--- src/rtl/i2c_reg_seq.sv ---
// ---------------------------------------------------------------------------
// i2c_reg_seq
// Register-level sequencer sitting in front of a byte-level I2C master.
// One accepted request becomes the command sequence
//   write: START, WRITE {dev,0}, WRITE reg, WRITE data, STOP
//   read : START, WRITE {dev,0}, WRITE reg, START, WRITE {dev,1}, READ(NAK), STOP
// Each command is issued with a one-cycle strobe. The sequencer then waits for
// the master to return to ready, checks the slave ACK and captures read data.
// A slave NAK on any WRITE step jumps straight to the STOP step so the bus is
// always released.
//
// Ports
//   clk, rst_n         clock, synchronous active-low reset
//   req, rw            request (sampled in IDLE), 0 = write / 1 = read
//   dev_addr, reg_addr, wdata   transaction operands, latched on accept
//   busy, done, nak, rdata      status towards the user
//   i2c_cmd, i2c_stb, i2c_data, i2c_ack   command interface to the master
//   i2c_data_out, i2c_ack_out, i2c_ready  response interface from the master
// ---------------------------------------------------------------------------
module i2c_reg_seq #(
    parameter int GAP_CYCLES = 0
) (
    input  logic       clk,
    input  logic       rst_n,
    input  logic       req,
    input  logic       rw,
    input  logic [6:0] dev_addr,
    input  logic [7:0] reg_addr,
    input  logic [7:0] wdata,
    output logic       busy,
    output logic       done,
    output logic       nak,
    output logic [7:0] rdata,
    output logic [1:0] i2c_cmd,
    output logic       i2c_stb,
    output logic [7:0] i2c_data,
    output logic       i2c_ack,
    input  logic [7:0] i2c_data_out,
    input  logic       i2c_ack_out,
    input  logic       i2c_ready
);

    typedef enum logic [2:0] {
        ST_IDLE   = 3'd0,
        ST_ISSUE  = 3'd1,
        ST_WAIT   = 3'd2,
        ST_GAP    = 3'd3,
        ST_FINISH = 3'd4
    } state_t;

    localparam logic [1:0] CMD_START = 2'b00;
    localparam logic [1:0] CMD_STOP  = 2'b01;
    localparam logic [1:0] CMD_WRITE = 2'b10;
    localparam logic [1:0] CMD_READ  = 2'b11;
    // Last GAP count value; only reachable when GAP_CYCLES > 0.
    localparam logic [7:0] GAP_LAST  = 8'(GAP_CYCLES - 1);

    // {cmd, data, ack} presented to the master for a given step.
    function automatic logic [10:0] step_word(input logic       is_read,
                                              input logic [2:0] step,
                                              input logic [6:0] dev,
                                              input logic [7:0] reg_a,
                                              input logic [7:0] wd);
        logic [10:0] w;
        w = {CMD_STOP, 8'h00, 1'b0};
        if (is_read) begin
            case (step)
                3'd0:    w = {CMD_START, 8'h00, 1'b0};
                3'd1:    w = {CMD_WRITE, {dev, 1'b0}, 1'b0};
                3'd2:    w = {CMD_WRITE, reg_a, 1'b0};
                3'd3:    w = {CMD_START, 8'h00, 1'b0};
                3'd4:    w = {CMD_WRITE, {dev, 1'b1}, 1'b0};
                3'd5:    w = {CMD_READ, 8'h00, 1'b1};   // master NAKs the only byte
                default: w = {CMD_STOP, 8'h00, 1'b0};
            endcase
        end else begin
            case (step)
                3'd0:    w = {CMD_START, 8'h00, 1'b0};
                3'd1:    w = {CMD_WRITE, {dev, 1'b0}, 1'b0};
                3'd2:    w = {CMD_WRITE, reg_a, 1'b0};
                3'd3:    w = {CMD_WRITE, wd, 1'b0};
                default: w = {CMD_STOP, 8'h00, 1'b0};
            endcase
        end
        return w;
    endfunction

    // Index of the STOP step for each transaction type.
    function automatic logic [2:0] stop_step(input logic is_read);
        return is_read ? 3'd6 : 3'd4;
    endfunction

    state_t      state_r, state_s;
    logic [2:0]  step_r, step_s;
    logic [7:0]  gap_cnt_r, gap_cnt_s;
    logic        first_wait_r, first_wait_s;
    logic        rw_r, rw_s;
    logic [6:0]  dev_r, dev_s;
    logic [7:0]  reg_r, reg_s;
    logic [7:0]  wdata_r, wdata_s;
    logic        busy_r, busy_s;
    logic        done_r, done_s;
    logic        nak_r, nak_s;
    logic [7:0]  rdata_r, rdata_s;
    logic [1:0]  cmd_r, cmd_s;
    logic        stb_r, stb_s;
    logic [7:0]  data_r, data_s;
    logic        ack_r, ack_s;

    // Next-state and next-output logic.
    always_comb begin
        state_s      = state_r;
        step_s       = step_r;
        gap_cnt_s    = gap_cnt_r;
        first_wait_s = first_wait_r;
        rw_s         = rw_r;
        dev_s        = dev_r;
        reg_s        = reg_r;
        wdata_s      = wdata_r;
        busy_s       = busy_r;
        done_s       = 1'b0;
        nak_s        = nak_r;
        rdata_s      = rdata_r;
        cmd_s        = cmd_r;
        stb_s        = 1'b0;
        data_s       = data_r;
        ack_s        = ack_r;

        case (state_r)
            ST_IDLE: begin
                if (req && i2c_ready) begin
                    rw_s    = rw;
                    dev_s   = dev_addr;
                    reg_s   = reg_addr;
                    wdata_s = wdata;
                    nak_s   = 1'b0;
                    busy_s  = 1'b1;
                    step_s  = 3'd0;
                    state_s = ST_ISSUE;
                end else begin
                    state_s = ST_IDLE;
                end
            end
            ST_ISSUE: begin
                // The master still shows ready in the cycle right after the
                // strobe, so the first WAIT cycle must not look at it.
                first_wait_s = 1'b1;
                state_s      = ST_WAIT;
            end
            ST_WAIT: begin
                if (first_wait_r) begin
                    first_wait_s = 1'b0;
                end else if (i2c_ready) begin
                    if (step_r == stop_step(rw_r)) begin
                        done_s  = 1'b1;
                        state_s = ST_FINISH;
                    end else begin
                        if ((cmd_r == CMD_WRITE) && i2c_ack_out) begin
                            nak_s  = 1'b1;
                            step_s = stop_step(rw_r);
                        end else begin
                            if (cmd_r == CMD_READ) begin
                                rdata_s = i2c_data_out;
                            end else begin
                                rdata_s = rdata_r;
                            end
                            step_s = step_r + 3'd1;
                        end
                        if (GAP_CYCLES > 0) begin
                            gap_cnt_s = 8'd0;
                            state_s   = ST_GAP;
                        end else begin
                            state_s   = ST_ISSUE;
                        end
                    end
                end else begin
                    state_s = ST_WAIT;
                end
            end
            ST_GAP: begin
                if (gap_cnt_r == GAP_LAST) begin
                    gap_cnt_s = 8'd0;
                    state_s   = ST_ISSUE;
                end else begin
                    gap_cnt_s = gap_cnt_r + 8'd1;
                end
            end
            ST_FINISH: begin
                busy_s  = 1'b0;
                state_s = ST_IDLE;
            end
            default: begin
                state_s = ST_IDLE;
            end
        endcase

        // Command fields are loaded as ISSUE is entered so they are registered
        // alongside the strobe; operands come from the next-cycle values so a
        // freshly accepted request already drives its own START.
        if (state_s == ST_ISSUE) begin
            stb_s                  = 1'b1;
            {cmd_s, data_s, ack_s} = step_word(rw_s, step_s, dev_s, reg_s, wdata_s);
        end else begin
            stb_s = 1'b0;
        end
    end

    // State and output registers.
    always_ff @(posedge clk) begin
        if (!rst_n) begin
            state_r      <= ST_IDLE;
            step_r       <= 3'd0;
            gap_cnt_r    <= 8'd0;
            first_wait_r <= 1'b0;
            rw_r         <= 1'b0;
            dev_r        <= 7'd0;
            reg_r        <= 8'd0;
            wdata_r      <= 8'd0;
            busy_r       <= 1'b0;
            done_r       <= 1'b0;
            nak_r        <= 1'b0;
            rdata_r      <= 8'h00;
            cmd_r        <= 2'b00;
            stb_r        <= 1'b0;
            data_r       <= 8'h00;
            ack_r        <= 1'b0;
        end else begin
            state_r      <= state_s;
            step_r       <= step_s;
            gap_cnt_r    <= gap_cnt_s;
            first_wait_r <= first_wait_s;
            rw_r         <= rw_s;
            dev_r        <= dev_s;
            reg_r        <= reg_s;
            wdata_r      <= wdata_s;
            busy_r       <= busy_s;
            done_r       <= done_s;
            nak_r        <= nak_s;
            rdata_r      <= rdata_s;
            cmd_r        <= cmd_s;
            stb_r        <= stb_s;
            data_r       <= data_s;
            ack_r        <= ack_s;
        end
    end

    assign busy     = busy_r;
    assign done     = done_r;
    assign nak      = nak_r;
    assign rdata    = rdata_r;
    assign i2c_cmd  = cmd_r;
    assign i2c_stb  = stb_r;
    assign i2c_data = data_r;
    assign i2c_ack  = ack_r;

endmodule

--- config.mk ---
export PLATFORM = sky130hd
export DESIGN_NAME = i2c_reg_seq
export DESIGN_NICKNAME = d
export VERILOG_FILES = /design/src/rtl/i2c_reg_seq.sv
export SDC_FILE = /design/constraint.sdc
export NUM_CORES = 1
export LEC_CHECK = 0
export CAP_MARGIN = 25
export CORE_MARGIN = 1
export CORE_UTILIZATION = 30
export CTS_CLUSTER_DIAMETER = 80
export DETAILED_ROUTE_END_ITERATION = 8
export PLACE_DENSITY_LB_ADDON = 0.12
export SETUP_SLACK_MARGIN = 0.02
export SLEW_MARGIN = 20
export SYNTH_ARGS = -nofsm -noshare
export SYNTH_HDL_FRONTEND = slang
export SYNTH_SLANG_ARGS = --single-unit
--- constraint.sdc ---
create_clock -name clk -period 6.4 [get_ports clk]
set_input_delay 1.92 -clock clk [delete_from_list [all_inputs] [get_ports clk]]
set_output_delay 1.92 -clock clk [all_outputs]
set_load 0.005 [all_outputs]
==> metrics.txt <==
peak supply drop 0.126 mV; min cycle time layout 4.14 ns; WP buf/inv 1; Synth Instances 326; top-count cell post-synth dfxtp_1; Pre-antenna DRT Iters 6; initial antenna violation count 0; fraction of the yosys area taken by sequential cells 0.450; Clock Tree Buf Depth 2; Tcrit/Tclk final 0.647; Routability Congestion 0.766; Internal Pwr Total 0.000734 W; Clock Power Share 0.459; clock transition at the registers of the reported paths 0.07 ns; Max Used Layer met4; worst-path maximum fanout 14; I/O pin count 60; die area 9580 µm²; first-pass GRT wire length 11900 µm; initial core utilization 0.313; hold_buf cts 0; reported max-cap violation count 0; Slew headroom 0.480; Post-CTS Setup Bufs 0; cell area after placement 3430 µm²; Slew @ Worst Pin 0.772 ns; EDFF count, synth 0; input/output buffers 59; Switching Fraction 0.235; drt via density 5.00; # diodes 0; Final Skew 0.0107 ns; Arr. time, crit path 4.41 ns; Final setup viols 0; crit path kind input port to flip-flop; Final Cell Area 3690 µm²; Seq cells post-synth 62; YS warnings 0; met3 routed WL 458 µm; root buf cell clkbuf_8; dominant cell type by area after synthesis dfxtp_1; worst-skew pair later-pin latency 0.34 ns; GR Overflow Total 0; ys async rst share 0; Seq pwr share 0.428; Global Route Usage Sum 0.156; Fin. Hold Viols 0; hold slack 0.456 ns; status finished with violations; Worst path depth 8; post-route antenna net violation count 0; combinational group share of total power 0.113; top cells by count, synth dfxtp_1 (62), nor2_1 (44), nand2_1 (40); Setup crit end kind flip-flop; Total Wirelength 7120 µm; DRC 6; Clock Sink Count 62; NetSw 0.000226 W; met2 wire len 3100 µm; Final Util 0.419; Total Nets Final 420; chip height 97.9 µm; Post-Syn Nets 365; core outline area 8810 µm²; reg2reg path depth 7; cells taking the most area after synthesis dfxtp_1 (45%), mux2i_1 (9.4%), nor2_1 (6.0%); cell row count 34; post-cts sizing count 0; CTS H-Tree Depth 3; Max Fclk 241 MHz; required time worst endpoint 6.67 ns; count of cell types in the netlist 40; Post-Syn Area 2760 µm²; routed len/inst 14.4 µm; Critical Path Start Type input port; Area growth syn-to-layout 33.8%; Hold Path Depth 2; met1 WL 3480 µm; unrepaired setup endpoints after global routing no; Final TNS setup 0 ns; die width 97.9 µm; CP top delay family simple AND/OR/NAND/NOR gates; CTS buffer count 9; largest net degree at the start of global routing 36; Pwr Density 260 nW/µm²; crit-path cells clkdlybuf4s50_1 -> nand2b_1 -> a211o_1 -> or3b_1 -> nand2_1 -> nand2_1 -> a211o_1 -> a31oi_1; Pins Over Slew Limit 0; layout cells sized above 1 0.0648; post-synth top area share 0.450; Avg Synthesized Cell Area 8.46 µm²; number of global-route vias before repair 2424; slowest cell delay on critical path 0.53 ns; drt initial violations 131; Hold Path Class flip-flop to flip-flop; vias after detailed routing 2472; leading register cell type out of synthesis dfxtp_1; CTS tree done; failing checks DRC; DP HPWL 4950 µm; Crit-path slowest cell clkdlybuf4s50_1; leak pwr 1.35 nW
worst paths after layout:
kind	from	end	slack (ns)
setup / recovery	i2c_ready	i2c_data[2]	2.26
hold / removal	wdata_r[6]	wdata_r[6]	0.46
setup reg to reg	state_r[1]	i2c_data[2]	3.62
hold reg to reg	wdata_r[6]	wdata_r[6]	0.46
area by class of cell:
class / instances / area, µm²
well taps: 108 / 135
clock inverters: 5 / 105
fillers: 882 / 5120
inverters: 4 / 15.0
repair buffers: 64 / 628
clock buffers: 11 / 151
multi-input cells: 240 / 1410
flip-flops and latches: 62 / 1240
tightest hold or removal path, stage by stage, from the launching register on:
cell and delay, ns:
dfxtp_1 0.31, nand2_1 0.05, a21oi_1 0.05
state kept, by name (all words and copies together) (netlist names), 3 cells and up:
register,flops
dev_r,7
gap_cnt_r,8
i2c_data,8
rdata,8
reg_r,8
state_r,3
step_r,3
wdata_r,8
logic make-up after synthesis:
group,after synthesis,synth area share
AND/OR/NAND/NOR,139,0.238
AO/OA/AOI/OAI,68,0.153
flip-flops,62,0.450
multiplexers,26,0.0944
buffers and inverters,24,0.0395
XOR/XNOR,5,0.0159
adder cells (fa/ha/maj),2,0.00908
cells in the final DEF, fill, tap and decap left out, types with 3 or more instances in the layout:
cell type | Yosys | final
bufinv_16 | 0 | 3
clkdlybuf4s50_1 | 0 | 59
nor2b_1 | 6 | 6
nand4_1 | 3 | 3
dfxtp_1 | 62 | 62
nand3_1 | 11 | 11
buf_4 | 0 | 5
a32oi_1 | 3 | 3
nor3_1 | 6 | 5
o22ai_1 | 4 | 4
a21oi_1 | 18 | 18
nand3b_1 | 5 | 5
and2_1 | 4 | 4
and3_1 | 6 | 6
o211ai_1 | 5 | 5
xor2_1 | 4 | 4
a31oi_1 | 8 | 8
or3_1 | 4 | 4
clkbuf_8 | 0 | 11
nor2_1 | 44 | 44
mux2i_1 | 26 | 26
nand2_1 | 40 | 40
a211o_1 | 6 | 6
o21ai_0 | 15 | 15
inv_1 | 4 | 4
power groups by stage:
stage | clock [W] | combinational [W] | sequential [W]
after detailed placement | 0 | 0.000110 | 0.000419
after floorplan | 0 | 0.0000609 | 0.000415
final | 0.000441 | 0.000108 | 0.000411
after CTS | 0.000451 | 0.000110 | 0.000411
after global placement | 0 | 0.000109 | 0.000419
after global routing | 0.000465 | 0.000121 | 0.000412
per-layer routing:
layer,track usage,vias up
met3,0.0523,6
met1,0.204,1147
met2,0.241,73
met5,0,-
li1,-,1246
met4,0.0548,0
per-stage QoR:
stage                     power [W]  cells  setup WS (ns)
final                      0.000960    494           2.26
after global routing       0.000998    494           2.03
after CTS                  0.000971    494           2.28
after detailed placement   0.000529    478           1.91
after global placement     0.000528    477           1.84
after floorplan            0.000476    326           2.89
(Power assumes the default switching activity.)
